### config.mk
export PLATFORM = sky130hd
export DESIGN_NAME = alu_seq_flat
export DESIGN_NICKNAME = d
export VERILOG_FILES = /design/src/rtl/alu_seq_pkg.sv /design/src/rtl/alu_seq_if.sv /design/src/rtl/alu_seq_mul.sv /design/src/rtl/alu_seq.sv /design/src/flat_wrapper.sv
export SDC_FILE = /design/constraint.sdc
export NUM_CORES = 1
export LEC_CHECK = 0
export ABC_AREA = 0
export CORE_MARGIN = 1
export CORE_UTILIZATION = 45
export CTS_CLUSTER_SIZE = 12
export DETAILED_ROUTE_END_ITERATION = 12
export GPL_TIMING_DRIVEN = 0
export PLACE_DENSITY = 0.9
export SETUP_SLACK_MARGIN = 0.02
export SLEW_MARGIN = 20
export SYNTH_ARGS = -nofsm -noshare
export SYNTH_HDL_FRONTEND = slang
export SYNTH_HIERARCHICAL = 1
export SYNTH_SLANG_ARGS = --single-unit
### constraint.sdc
create_clock -name clk -period 1.34 [get_ports clk]
set_input_delay 0.201 -clock clk [delete_from_list [all_inputs] [get_ports clk]]
set_output_delay 0.201 -clock clk [all_outputs]
set_load 0.03 [all_outputs]
### src/rtl/alu_seq_pkg.sv
// Shared op codes and FSM state encoding for the handshaked ALU.
// The MUL state exists only when ALU_SEQ_MUL_EN is defined.
package alu_seq_pkg;

   localparam logic [1:0] OP_ADD = 2'b00;
   localparam logic [1:0] OP_SUB = 2'b01;
   localparam logic [1:0] OP_MUL = 2'b10;
   localparam logic [1:0] OP_CMP = 2'b11;

`ifdef ALU_SEQ_MUL_EN
   typedef enum logic [1:0] {
      IDLE = 2'd0,
      MUL  = 2'd1,
      DONE = 2'd2
   } state_t;
`else
   typedef enum logic [1:0] {
      IDLE = 2'd0,
      DONE = 2'd2
   } state_t;
`endif

endpackage

### src/rtl/alu_seq_if.sv
// Operand/op input handshake and result output handshake of alu_seq.
interface alu_seq_if #(parameter int WIDTH = 5);
   // A transfer happens on a rising edge where valid and ready are both high.
   // The producer holds its payload stable while valid is high and ready is low;
   // ready never depends on valid in the same cycle.
   logic             in_valid;
   logic             in_ready;
   logic [1:0]       S;
   logic [WIDTH-1:0] X;
   logic [WIDTH-1:0] Y;
   logic             out_valid;
   logic             out_ready;
   logic [WIDTH-1:0] F;
   logic             Overflow;
   logic             Cout;

   modport master (
      output in_valid, S, X, Y, out_ready,
      input  in_ready, out_valid, F, Overflow, Cout
   );

   modport slave (
      input  in_valid, S, X, Y, out_ready,
      output in_ready, out_valid, F, Overflow, Cout
   );
endinterface

### src/rtl/alu_seq_mul.sv
// Iterative unsigned shift-add multiplier: one partial product per step.
// product is the accumulator including the current step, so it is final when done is high.
module alu_seq_mul #(
   parameter int WIDTH = 5
) (
   input  logic               clk,
   input  logic               rst,
   input  logic               start,
   input  logic               step,
   input  logic [WIDTH-1:0]   a,
   input  logic [WIDTH-1:0]   b,
   output logic               done,
   output logic [2*WIDTH-1:0] product
);
   localparam int CW = $clog2(WIDTH + 1);

   logic [2*WIDTH-1:0] mcand;
   logic [2*WIDTH-1:0] acc;
   logic [WIDTH-1:0]   mplier;
   logic [CW-1:0]      count;

   always_comb begin
      product = acc + (mplier[0] ? mcand : '0);
   end

   assign done = step && (count == CW'(1));

   always_ff @(posedge clk or posedge rst) begin
      if (rst) begin
         mcand  <= '0;
         acc    <= '0;
         mplier <= '0;
         count  <= '0;
      end else if (start) begin
         mcand  <= {{WIDTH{1'b0}}, a};
         mplier <= b;
         acc    <= '0;
         count  <= CW'(WIDTH);
      end else if (step && (count != '0)) begin
         acc    <= product;
         mcand  <= mcand << 1;
         mplier <= mplier >> 1;
         count  <= count - CW'(1);
      end
   end
endmodule

### src/rtl/alu_seq.sv
// Handshaked ALU: ADD/SUB/CMP in one cycle, MUL iterative when ALU_SEQ_MUL_EN is defined
// (otherwise S=10 is a one-cycle bitwise AND). Results are held until out_ready.
module alu_seq
   import alu_seq_pkg::*;
#(
   parameter int WIDTH = 5
) (
   input  logic      clk,
   input  logic      rst,
   alu_seq_if.slave  bus,
   output state_t    dbg_state
);
   localparam int MSB = WIDTH - 1;

   state_t           state;
   logic [WIDTH-1:0] f_q;
   logic             ovf_q;
   logic             cout_q;
   logic             valid_q;

   logic             accept;
   logic             mul_sel;
   logic             is_sub;
   logic [WIDTH-1:0] y_op;
   logic [WIDTH:0]   sum;
   logic [WIDTH-1:0] f_n;
   logic             ovf_n;
   logic             cout_n;

   assign bus.in_ready  = (state == IDLE);
   assign bus.out_valid = valid_q;
   assign bus.F         = f_q;
   assign bus.Overflow  = ovf_q;
   assign bus.Cout      = cout_q;
   assign dbg_state     = state;

   assign accept = bus.in_valid & bus.in_ready;

`ifdef ALU_SEQ_MUL_EN
   logic               mul_done;
   logic [2*WIDTH-1:0] mul_product;

   assign mul_sel = (bus.S == OP_MUL);

   alu_seq_mul #(.WIDTH(WIDTH)) u_mul (
      .clk     (clk),
      .rst     (rst),
      .start   (accept && mul_sel),
      .step    (state == MUL),
      .a       (bus.X),
      .b       (bus.Y),
      .done    (mul_done),
      .product (mul_product)
   );
`else
   assign mul_sel = 1'b0;
`endif

   // SUB reuses the adder as X + ~Y + 1, so Cout=1 means no borrow.
   always_comb begin
      is_sub = (bus.S == OP_SUB);
      y_op   = is_sub ? ~bus.Y : bus.Y;
      sum    = {1'b0, bus.X} + {1'b0, y_op} + {{WIDTH{1'b0}}, is_sub};
      f_n    = sum[MSB:0];
      cout_n = sum[WIDTH];
      ovf_n  = 1'b0;
      case (bus.S)
         OP_ADD: ovf_n = (bus.X[MSB] == bus.Y[MSB]) && (sum[MSB] != bus.X[MSB]);
         OP_SUB: ovf_n = (bus.X[MSB] != bus.Y[MSB]) && (sum[MSB] != bus.X[MSB]);
         OP_CMP: begin
            f_n    = {{(WIDTH-1){1'b0}}, ($signed(bus.X) < $signed(bus.Y))};
            cout_n = (bus.X < bus.Y);
         end
         default: begin
`ifdef ALU_SEQ_MUL_EN
            f_n    = '0;
`else
            f_n    = bus.X & bus.Y;
`endif
            cout_n = 1'b0;
         end
      endcase
   end

   always_ff @(posedge clk or posedge rst) begin
      if (rst) begin
         state   <= IDLE;
         f_q     <= '0;
         ovf_q   <= 1'b0;
         cout_q  <= 1'b0;
         valid_q <= 1'b0;
      end else begin
         case (state)
            IDLE: begin
               if (accept) begin
                  if (mul_sel) begin
                     state <= DONE;
`ifdef ALU_SEQ_MUL_EN
                     state <= MUL;
`endif
                  end else begin
                     f_q     <= f_n;
                     ovf_q   <= ovf_n;
                     cout_q  <= cout_n;
                     valid_q <= 1'b1;
                     state   <= DONE;
                  end
               end
            end
`ifdef ALU_SEQ_MUL_EN
            MUL: begin
               if (mul_done) begin
                  f_q     <= mul_product[MSB:0];
                  ovf_q   <= |mul_product[2*WIDTH-1:WIDTH];
                  cout_q  <= 1'b0;
                  valid_q <= 1'b1;
                  state   <= DONE;
               end
            end
`endif
            DONE: begin
               if (bus.out_ready) begin
                  valid_q <= 1'b0;
                  state   <= IDLE;
               end
            end
            default: begin
               valid_q <= 1'b0;
               state   <= IDLE;
            end
         endcase
      end
   end
endmodule

### src/flat_wrapper.sv
// flat-port wrapper written by rule: the top's interface ports become plain ports
module alu_seq_flat import alu_seq_pkg::*;
#(
   parameter int WIDTH = 5
)
  (clk, rst, dbg_state, bus_in_valid, bus_S, bus_X, bus_Y, bus_out_ready, bus_in_ready, bus_out_valid, bus_F, bus_Overflow, bus_Cout);
  alu_seq_if #(.WIDTH(WIDTH)) bus_i ();
  input  logic clk;
  input  logic rst;
  output state_t dbg_state;
  input wire logic [$bits(bus_i.in_valid)-1:0] bus_in_valid;
  input wire logic [$bits(bus_i.S)-1:0] bus_S;
  input wire logic [$bits(bus_i.X)-1:0] bus_X;
  input wire logic [$bits(bus_i.Y)-1:0] bus_Y;
  input wire logic [$bits(bus_i.out_ready)-1:0] bus_out_ready;
  output wire logic [$bits(bus_i.in_ready)-1:0] bus_in_ready;
  output wire logic [$bits(bus_i.out_valid)-1:0] bus_out_valid;
  output wire logic [$bits(bus_i.F)-1:0] bus_F;
  output wire logic [$bits(bus_i.Overflow)-1:0] bus_Overflow;
  output wire logic [$bits(bus_i.Cout)-1:0] bus_Cout;
  assign bus_i.in_valid = bus_in_valid;
  assign bus_i.S = bus_S;
  assign bus_i.X = bus_X;
  assign bus_i.Y = bus_Y;
  assign bus_i.out_ready = bus_out_ready;
  assign bus_in_ready = bus_i.in_ready;
  assign bus_out_valid = bus_i.out_valid;
  assign bus_F = bus_i.F;
  assign bus_Overflow = bus_i.Overflow;
  assign bus_Cout = bus_i.Cout;
  alu_seq #(.WIDTH(WIDTH)) u_core (.clk(clk), .rst(rst), .bus(bus_i), .dbg_state(dbg_state));
endmodule
==> flow_summary.yaml <==
run_status:
  outcome: "finished, violations left"
  violations: "setup timing"
timing:
  hold_viol_final: 0
  post-route-min-period_ns: 1.945
  fin_setup_tns_ns: -2.522
  max_clock_freq_ghz: 0.5142
  finalClockSkew_ns: 0.006413
  timing.final.crit_share: 1.451
  hold_ws_ns: 0.2024
  final_max_slew_viol_count: 0
  layout_setup_ws_ns: -0.6048
  setup_repair_after_global_routing_missed_its_margin: "true"
  final_setup_violation_count: 7
worst_setup_path:
  worstSetupStartpointType: "input pin"
  critPathKind: "input pin to flip-flop"
  critical_path_peak_fanout: 3
  rr_startpoint: "u_core/bus.out_valid"
  end_kind: "flip-flop"
  arrival_ns: 2.07
  timing.reg2reg.worst_path_depth: 4
  cp_required_ns: 1.47
  reg2reg_slack_ns: 0.14
  rr_endpoint: "u_core/bus.F[3]"
hold_path:
  hold_path_class: "input pin to asynchronous set/reset pin"
detailed_routing:
  route.detailed.vias_per_inst: 5.107
  drt_iter0_markers: 8
  wl_final_um: 1975
  drc_errors: 0
  drtPass1Iterations: 4
  vias: 766
  wire_per_inst_um: 13.17
  drtAntennaViolNets: 0
clock_tree:
  cts_htree_levels: 1
  clkTransAtPathRegs_ns: 0.05
  max-clock-path-buffers: 2
  tritoncts.num_buffers: 3
  clock_insertion_delay_worst_skew_ns: 0.24
  clockRootBuffer: "sky130_fd_sc_hd__clkbuf_4"
  cts.sinks: 8
  cts_tree: "done"
synth:
  synth_area_per_cell_um2: 8.772
  seq_area_frac_synth: 0.2481
  syn-num-nets: 123
  synth.ff_latch_count: 8
  yosysWarnings: 6
  cell_area_after_synthesis_um2: 807.0
  synth.lib_cells_used.distinct: 27
  postSynthCellCount: 92
global_route:
  antenna_found_initial: 0
  gr-total-overflow: 0
  global_route.usage.total: 0.2246
  grt_pass1_wl_um: 3291
  grt_pass1_vias: 809
  grt_start_max_net_pins: 11
power:
  total_leakage_power_uw: 0.0006198
  power_per_cell_area_nw_per_um2: 968.7
  max-vdd-ir-drop_uv: 496.9
cells_and_area:
  num_antenna_cells: 0
  post_route_cells_drive_above_1_share: 0.2857
  layout.cell_area.non_filler_um2: 1217
  area_growth_pct: 50.85
  total_number_of_nets_in_the_final_design: 159
placement:
  routability_congestion: 0.7559
  instance_area_at_placement_um2: 1110
  detailed_place_hpwl_um: 1486
  port-buffer-count: 25
floorplanning:
  area_of_the_die_um2: 1967
  floorplan.die.height_um: 44.35
  placement_rows: 14
  boundaryPins: 27
  core-area_um2: 1594
  initial_utilization: 0.5063
  die-width_um: 44.35
job:
  timing.max_cap.violations: 0
[through the flow]
| stage | power (µW) | setup slack [ns] | util | instances |
|---|---|---|---|---|
| finish | 1179 | -0.6048 | 0.7637 | 150 |
| detailed placement | 956.8 | -1.388 | 0.6962 | 141 |
| floorplan | 713.1 | -0.5748 | - | 92 |
| CTS | 1131 | -0.5583 | 0.7347 | 148 |
| global placement | 935.5 | -1.280 | 0.6962 | 141 |
| global route | 1260 | -0.6222 | 0.7637 | 150 |
[flip-flops by register name, summed over array words and instances (netlist names)]
signal,cells
u_core/bus.Cout,1
u_core/bus.F,5
u_core/bus.Overflow,1
u_core/bus.out_valid,1
[logic make-up after synthesis]
kind of cell	count (synthesis)	share of synthesized area
flip-flops	8	0.2481
adder cells (fa/ha/maj)	15	0.2419
buffers and inverters	15	0.08836
other	1	0.004647
XOR/XNOR	8	0.08683
multiplexers	1	0.01860
AO/OA/AOI/OAI	20	0.1643
AND/OR/NAND/NOR	24	0.1473
[cell type report]
type	count	area, µm²
plain buffers	3	20.02
well taps	24	30.03
inverters	11	41.29
repair buffers	32	287.8
multi-input cells	69	615.6
flip-flops and latches	8	200.2
clock buffers	3	22.52
fillers	121	376.6
[cells in the mapped netlist]
| library cell | count | area, µm² |
|---|---|---|
| sky130_fd_sc_hd__a21oi_1 | 4 | 20.02 |
| sky130_fd_sc_hd__nor2b_1 | 3 | 18.77 |
| sky130_fd_sc_hd__conb_1 | 1 | 3.750 |
| sky130_fd_sc_hd__a22oi_1 | 2 | 15.01 |
| sky130_fd_sc_hd__fa_1 | 1 | 20.02 |
| sky130_fd_sc_hd__o221ai_1 | 1 | 8.760 |
| sky130_fd_sc_hd__a32oi_1 | 2 | 17.52 |
| sky130_fd_sc_hd__clkbuf_1 | 1 | 3.750 |
| sky130_fd_sc_hd__nand2_1 | 9 | 33.78 |
| sky130_fd_sc_hd__mux2_4 | 1 | 15.01 |
| sky130_fd_sc_hd__nor3_1 | 1 | 5.000 |
| sky130_fd_sc_hd__xor2_1 | 2 | 17.52 |
| sky130_fd_sc_hd__o2111ai_1 | 1 | 8.760 |
| sky130_fd_sc_hd__a221o_1 | 1 | 10.01 |
| sky130_fd_sc_hd__nand2b_1 | 3 | 18.77 |
| sky130_fd_sc_hd__xnor2_1 | 6 | 52.55 |
| sky130_fd_sc_hd__ha_1 | 14 | 175.2 |
| sky130_fd_sc_hd__nor2_1 | 6 | 22.52 |
| sky130_fd_sc_hd__buf_4 | 2 | 15.01 |
| sky130_fd_sc_hd__inv_1 | 11 | 41.29 |
| sky130_fd_sc_hd__and4b_2 | 1 | 11.26 |
| sky130_fd_sc_hd__dfrtp_1 | 8 | 200.2 |
| sky130_fd_sc_hd__o21ai_0 | 7 | 35.03 |
| sky130_fd_sc_hd__buf_6 | 1 | 11.26 |
| sky130_fd_sc_hd__o21ai_2 | 1 | 8.760 |
| sky130_fd_sc_hd__nor4b_1 | 1 | 8.760 |
| sky130_fd_sc_hd__o41ai_1 | 1 | 8.760 |
[critical path: stages]
cell,delay [ns]
sky130_fd_sc_hd__buf_8,0.09
sky130_fd_sc_hd__nand2b_4,0.15
sky130_fd_sc_hd__mux2_4,0.29
sky130_fd_sc_hd__fa_2,0.34
sky130_fd_sc_hd__nand2b_4,0.17
sky130_fd_sc_hd__a21oi_4,0.15
sky130_fd_sc_hd__xor2_2,0.23
sky130_fd_sc_hd__xnor2_2,0.09
sky130_fd_sc_hd__o41ai_2,0.36
[routing by layer]
layer  share of wire  up-vias  track usage
met5               0        -            0
met4          0.0076        0      0.07273
met3           0.035        2      0.02857
met2            0.57       28       0.4588
met1            0.39      355       0.2278
li1                -      381            -
[layout by cell type, fill, tap and decap left out, drive strengths merged, types with 6 or more instances in the layout]
cell / instances
buf: 11
clkbuf: 6
clkdlybuf4s50: 7
dfrtp: 8
dlygate4sd2: 10
ha: 14
inv: 11
nand2: 9
nor2: 6
o21ai: 8
xnor2: 6
[timing repair]
action	in CTS	in global routing
resized for setup	37	12
hold buffers	0	0
setup endpoints to repair	17	8
buffers inserted	5	3
pin swaps	9	11
[power by group]
group / switching [µW] / internal [µW] / total, µW
Combinational: 386 / 296 / 682
Clock: 71.0 / 102 / 173
Sequential: 26.9 / 297 / 324
[worst max-delay path by stage]
| stage | startpoint | to | cells past startpoint |
|---|---|---|---|
| after floorplan | bus_S[1] | u_core/bus.Overflow | 9 |
| after global placement | bus_S[1] | u_core/bus.Overflow | 11 |
| after detailed placement | bus_S[1] | u_core/bus.Overflow | 11 |
| after CTS | bus_S[1] | u_core/bus.Overflow | 9 |
| final | bus_S[1] | u_core/bus.Overflow | 9 |
| after global routing | bus_S[1] | u_core/bus.Overflow | 9 |
Note: power is estimated with default switching activity, not from simulation.
